### config.mk
export PLATFORM = sky130hd
export DESIGN_NAME = input_port
export DESIGN_NICKNAME = d
export VERILOG_FILES = /design/src/rtl/tiny16_pkg.sv /design/src/rtl/byte_fifo.sv /design/src/rtl/input_port.sv
export SDC_FILE = /design/constraint.sdc
export NUM_CORES = 1
export LEC_CHECK = 0
export BUFFER_PORTS_ARGS = -buffer_cell sky130_fd_sc_hd__clkbuf_2
export CORE_MARGIN = 2
export CORE_UTILIZATION = 50
export DETAILED_ROUTE_END_ITERATION = 8
export GPL_ROUTABILITY_DRIVEN = 0
export PLACE_DENSITY = 0.7
export SKIP_LAST_GASP = 1
export SLEW_MARGIN = 20
export SYNTH_ARGS = -nofsm -noshare
export SYNTH_HDL_FRONTEND = slang
export SYNTH_SLANG_ARGS = --single-unit
### constraint.sdc
create_clock -name clk -period 7.1 [get_ports clk]
set_clock_uncertainty 0.2 [all_clocks]
set_input_delay 1.42 -clock clk [delete_from_list [all_inputs] [get_ports clk]]
set_output_delay 1.42 -clock clk [all_outputs]
set_load 0.005 [all_outputs]
### src/rtl/tiny16_pkg.sv
// rtl/tiny16_pkg.sv - shared defaults and bus-word layout for the tiny16 input port
package tiny16_pkg;

    typedef logic [7:0] byte_t;

    localparam int DEPTH_DEFAULT    = 4;
    localparam int DEBOUNCE_DEFAULT = 16;

    localparam int READY_BIT = 15;
    localparam int OVF_BIT   = 14;

    // Upper byte carries status flags; bits 13:8 always read as zero.
    function automatic logic [15:0] pack_out(input logic rdy, input logic ovf, input byte_t head);
        logic [15:0] w;
        w            = '0;
        w[READY_BIT] = rdy;
        w[OVF_BIT]   = ovf;
        w[7:0]       = head;
        return w;
    endfunction

endpackage

### src/rtl/byte_fifo.sv
// rtl/byte_fifo.sv - DEPTH x 8 first-in first-out queue with wrapping pointers
module byte_fifo
    import tiny16_pkg::*;
#(
    parameter int DEPTH = DEPTH_DEFAULT
) (
    input  logic                   clk,
    input  logic                   rst,
    input  logic                   push,
    input  byte_t                  push_data,
    input  logic                   pop,
    output byte_t                  head,
    output logic                   full,
    output logic                   empty,
    output logic [$clog2(DEPTH):0] count
);

    localparam int AW = $clog2(DEPTH);
    localparam logic [AW:0] FULL_COUNT = (AW + 1)'(DEPTH);

    byte_t          mem [DEPTH];
    logic [AW-1:0]  wr_ptr;
    logic [AW-1:0]  rd_ptr;
    logic           do_push;
    logic           do_pop;

    assign empty = (count == '0);
    assign full  = (count == FULL_COUNT);

    // A pop frees the slot in the same edge, so a push into a full queue is accepted then.
    assign do_pop  = pop && !empty;
    assign do_push = push && (!full || do_pop);

    assign head = empty ? 8'h00 : mem[rd_ptr];

    always_ff @(posedge clk) begin
        if (do_push) begin
            mem[wr_ptr] <= push_data;
        end
    end

    always_ff @(posedge clk) begin
        if (rst) begin
            wr_ptr <= '0;
            rd_ptr <= '0;
            count  <= '0;
        end else begin
            if (do_push) begin
                wr_ptr <= wr_ptr + 1'b1;
            end
            if (do_pop) begin
                rd_ptr <= rd_ptr + 1'b1;
            end
            if (do_push && !do_pop) begin
                count <= count + 1'b1;
            end else if (do_pop && !do_push) begin
                count <= count - 1'b1;
            end
        end
    end

endmodule

### src/rtl/input_port.sv
// rtl/input_port.sv - synchronized, debounced 8-pin input port feeding a byte queue
module input_port
    import tiny16_pkg::*;
#(
    parameter int DEPTH    = DEPTH_DEFAULT,
    parameter int DEBOUNCE = DEBOUNCE_DEFAULT
) (
    input  logic        clk,
    input  logic        rst,
    input  logic [7:0]  in,
    input  logic        rd_en,
    input  logic        out_en,
    output logic [15:0] out,
    output logic        ready,
    output logic        overflow
);

    localparam logic [7:0] DB_LIMIT = 8'(DEBOUNCE);

    byte_t      sync1;
    byte_t      sync2;
    byte_t      cand;
    byte_t      stable;
    logic [7:0] db_cnt;
    logic       push;

    byte_t                  head;
    logic                   fifo_full;
    logic                   fifo_empty;
    logic [$clog2(DEPTH):0] fifo_count;
    logic                   pop_ok;
    logic                   push_drop;

    // Fires for exactly one cycle: stable catches up to cand on the same edge.
    assign push = (db_cnt == DB_LIMIT) && (cand != stable);

    always_ff @(posedge clk) begin
        if (rst) begin
            sync1  <= '0;
            sync2  <= '0;
            cand   <= '0;
            stable <= '0;
            db_cnt <= '0;
        end else begin
            sync1 <= in;
            sync2 <= sync1;
            if (sync2 != cand) begin
                cand   <= sync2;
                db_cnt <= '0;
            end else if (db_cnt != DB_LIMIT) begin
                db_cnt <= db_cnt + 8'd1;
            end
            if (push) begin
                stable <= cand;
            end
        end
    end

    byte_fifo #(
        .DEPTH(DEPTH)
    ) u_fifo (
        .clk      (clk),
        .rst      (rst),
        .push     (push),
        .push_data(cand),
        .pop      (rd_en),
        .head     (head),
        .full     (fifo_full),
        .empty    (fifo_empty),
        .count    (fifo_count)
    );

    assign pop_ok    = rd_en && !fifo_empty;
    assign push_drop = push && fifo_full && !rd_en;

    // A push+pop on a full queue leaves the sticky flag exactly as it was.
    always_ff @(posedge clk) begin
        if (rst) begin
            overflow <= 1'b0;
        end else if (push_drop) begin
            overflow <= 1'b1;
        end else if (pop_ok && !(push && fifo_full)) begin
            overflow <= 1'b0;
        end
    end

    assign ready = (fifo_count != '0);
    assign out   = out_en ? pack_out(ready, overflow, head) : 16'h0000;

endmodule

After elaboration in Yosys (flattened, before gate mapping) --
Memories as Yosys holds them, arrays and structs flattened. A register that Yosys moved wholly into a read port is not among the register bits. Cells that the tools add are included.
Operators by class: eq/ne operators 5, reduce and logical (&&, ||, !) cells 20, muxes and demuxes 10, add/sub/neg operators 5
Operators with widths (count):
- 16-bit two-way mux | 1
- 8-bit inequality test | 2
- 8-bit by 1-bit adder with 8-bit output (second input constant) | 1
- 8-bit by 5-bit equality test with 1-bit output (second input constant) | 1
- 1-bit logical AND | 8
- 8-bit two-way mux | 1
- 8-bit by 5-bit inequality test with 1-bit output (second input constant) | 1
- 1-bit logical NOT | 6
- 3-bit two-way mux | 2
- 2-bit by 1-bit adder with 2-bit output (second input constant) | 2
- 1-bit two-way mux | 4
- 2-bit two-way mux | 2
- 2-bit nonzero test | 2
- 3-bit by 1-bit adder with 3-bit output (second input constant) | 1
- 3-bit equality test (second input constant) | 1
- 3-bit logical NOT | 1
- 3-bit nonzero test | 1
- 3-bit by 1-bit subtractor with 3-bit output (second input constant) | 1
- 2-bit OR reduction | 1
- 1-bit logical OR | 1
Word-level totals: logic and storage cells 50, RAM bits 32, memories 1, flip-flop bits (word level) 48
Memories:
- u_fifo.mem | depth 4, bits a word 8, read ports 1, clocked after Yosys merged registers in 1, wr ports 1, RTL line byte_fifo.sv:21 | byte_t mem [DEPTH];

Depth between registers and ports, before layout --
word-level depth 9, mapped depth 11, mapped depth without buffers 11

Hierarchy --
A second synthesis with hierarchy kept.
Unflattened totals: cells, all modules 273, area, all modules 3448.3 um^2
Modules (own cells, without submodules):
- input_port | area each 1735.4 um^2, seq. area each 820.8 um^2, times used 1, cells each 173
- byte_fifo | area each 1712.9 um^2, seq. area each 1141.1 um^2, times used 1, cells each 100

Worst setup path after synthesis --
OpenSTA, ideal clock, no wires.
kind input-to-reg, start in rd_en, end reg u_fifo.count[2], path buffers 0, arrival 2.993 ns, cell stages on the path 8, setup slack 3.837 ns, setup time 0.071 ns, path through nor3_1 -> a211oi_4 -> ha_1 -> inv_1 -> fa_1 -> xor2_1 -> or3_1 -> a21oi_1
On the way: word-level cells in the longest chain between the ends 6, elaborated cells between the ends (all ways) 9
RTL lines:
- start, declared | RTL line input_port.sv:11 | input logic rd_en,
- 1-bit logical AND * | RTL line byte_fifo.sv:31 | assign do_pop = pop && !empty;
- 1-bit logical OR * | RTL line byte_fifo.sv:32 | assign do_push = push && (!full || do_pop);
- 1-bit logical AND * | RTL line byte_fifo.sv:32
- via u_fifo.do_push | RTL line byte_fifo.sv:24 | logic do_push;
- 1-bit logical NOT | RTL line byte_fifo.sv:56 | end else if (do_pop && !do_push) begin
- 1-bit logical AND | RTL line byte_fifo.sv:56
- 2-bit nonzero test (no line)
- end signal, assigned | RTL line byte_fifo.sv:55 | count <= count + 1'b1;
- end signal, assigned | RTL line byte_fifo.sv:57 | count <= count - 1'b1;
- end, declared | RTL line byte_fifo.sv:15 | output logic [$clog2(DEPTH):0] count
The timed path passes the listed nets; every way through them passes the cells marked *. A chain may end at the register's enable or synchronous reset.

==> results.cfg <==
[status]
outcome = finished clean

[logic_synthesis]
synthCells = 251
syn_area_per_cell_um2 = 13.18
synth-edff-count = 32
post_synth_instance_area_um2 = 3308
async_flop_share_pct = 0
synth_top_area_share_pct = 30.26
synth_top_area_cell = dfxtp_1
synthFlopType = dfxtp_1
synthTopCellsByCount = dfxtp_1 (50), edfxtp_1 (32), nor2b_1 (24)
synth.most_common_cell = dfxtp_1
ys_ff_latch = 82
ys_seq_area_share_pct = 59.30
synth_cell_types = 39
yosysWarnings = 0
synth_area_leaders = dfxtp_1 (30%), edfxtp_1 (29%), mux4_2 (5.4%), nor2b_1 (4.5%), xor2_1 (3.7%)

[drt]
vias = 1772
dr.first_iter.drc_count = 73
vias_per_cell = 4.950
wl_met2_um = 2087
drc = 0
wirelength_met1_um = 2193
wirelength_um = 4560
met3_wirelength_um = 208
wl_per_cell_um = 12.74
highest_layer = met4
drtPass1Iterations = 4
detail-route-antenna-nets = 0

[clock_tree]
clkTransAtPathRegs_ns = 0.08
hold_buffers = 0
cts_tree = yes
cts-resized-gates = 0
root_buffer = clkbuf_8
cts_sinks = 82
cts_max_path_buffers = 2
cts_max_level = 3
cts_buffers = 9
post_cts_buffers = 0
clock_latency_ns = 0.35

[cells_and_area]
num_antenna_cells = 0
area_delta_synth_final_pct = 10.25
drive_gt1_share_pct = 22.42
fill_cells = 544
fin_nets = 296
fin_util_pct = 57.11
instances_no_fill = 358

[sta]
period_share_pct = 49.58
slew_headroom_pct = 47.33
fmax_ghz = 0.2841
setup_viol = 0
rsz0062_at_grt = no
timing.final.ws_setup_ns = 3.580
setup_tns_ns = 0
holdWs_ns = 0.2369
finalHoldViolations = 0
worst_pin_slew_ns = 0.7901
maxSlewViolCount = 0
min_period_ns = 3.520

[setup_path]
rrSetupSlack_ns = 4.22
crit_type = register to output port
cp.arrival_ns = 1.90
start_kind = register
critical_path_required_ns = 5.48
cp-end-kind = output port
cp_max_fo = 8

[grt]
grt_pass1_vias = 1634
grt_max_degree = 43
grt_pass1_wl_um = 7790
grt_overflow = 0
antenna_found_initial = 0
grtUsageTotal_pct = 14.26

[placed_design]
io_buffer_count = 23
dp.cells = 342
dp_slack_ns = 3.554
dp_hpwl_um = 3127

[pwr]
p_clk_share_pct = 30.5
p_switching_mw = 0.2592
switching_share_pct = 25.44
combPwrFrac_pct = 16.9
ir_drop_mv = 0.1904
power_density_nw_per_um2 = 279.4
p_int_mw = 0.7599
seq_power_share_pct = 52.6
cellLeakagePower_nw = 1.427

[floorplanning]
die_h_um = 85.34
start_util_pct = 51.80
rows = 29
die_w_um = 85.34
pin_count = 30
die_area_um2 = 7283
coreArea_um2 = 6386

[worst_hold_path]
hold_path_class = register to register

[flow_run]
maxCapViolCount = 0
## worst max-delay path, stage by stage (launching register included)
cell	delay, ns
dfxtp_1	0.66
mux4_2	0.58
and3_1	0.19
clkbuf_2	0.10
## final timing paths
path | from | to | depth (start not counted)
setup / recovery | register | out[1] | 3
hold reg to reg | sync1[6]$_SDFF_PP0_ | sync2[6]$_SDFF_PP0_ | 1
hold / removal | sync1[6]$_SDFF_PP0_ | sync2[6]$_SDFF_PP0_ | 1
setup reg to reg | db_cnt[0]$_SDFFE_PP0P_ | u_fifo.count[2]$_SDFFE_PP0P_ | 11
## registers in the layout, summed over array words and instances (netlist names), named ones only
register and count:
stable 8, u_fifo.count 3, u_fifo.wr_ptr 2, overflow 1, u_fifo.rd_ptr 2, sync2 8, u_fifo.mem 32, sync1 8
cand 8, db_cnt 8
## cells in the final DEF (no fill, tap or decap), types with 6 or more instances in the layout
cell	n
and3_1	11
clkbuf_2	23
clkbuf_8	13
conb_1	6
dfxtp_1	50
edfxtp_1	32
ha_1	7
inv_1	7
mux2i_1	10
mux4_2	8
nand3_1	6
nor2_1	23
nor2b_1	24
xnor2_1	12
xor2_1	14
## metrics by stage
step / instance area, um^2 / power (mW)
final: 3647 / 1.019
after global routing: 3647 / 1.079
after CTS: 3647 / 1.034
after detailed placement: 3455 / 0.7204
after global placement: 3455 / 0.7165
after floorplan: 3327 / 0.6730
## power groups by stage
stage	sequential, mW	clock (mW)	combinational (mW)
3_3_place_gp	0.548	0	0.168
5_1_grt	0.542	0.345	0.193
6_report	0.536	0.311	0.172
3_5_place_dp	0.548	0	0.173
2_1_floorplan	0.530	0	0.143
4_1_cts	0.537	0.322	0.175
## layout make-up
| type | count | area (um^2) | share of cell area (%) |
|---|---|---|---|
| Sequential cell | 82 | 1962 | 53.79 |
| Multi-Input combinational cell | 153 | 1255 | 34.41 |
| Clock buffer | 14 | 182.7 | 5.009 |
| Timing Repair Buffer | 23 | 115.1 | 3.156 |
| Tap cell | 77 | 96.34 | 2.642 |
| Inverter | 7 | 26.28 | 0.7204 |
| Clock inverter | 2 | 10.01 | 0.2744 |
## metal layers
layer  vias to the layer above  global-route usage (%)
met5                         -                       0
met4                         0                   7.215
met3                         7                   5.253
met2                        38                   21.16
met1                       831                   18.39
li1                        896                       -
## cell families after synthesis
logic type | synth area share, %
AO/OA/AOI/OAI | 2.345
flip-flops | 59.30
multiplexers | 8.472
adder cells (fa/ha/maj) | 3.253
XOR/XNOR | 7.867
other | 0.1134
AND/OR/NAND/NOR | 15.32
buffers and inverters | 3.328
Power figures use the tool's default switching activity.
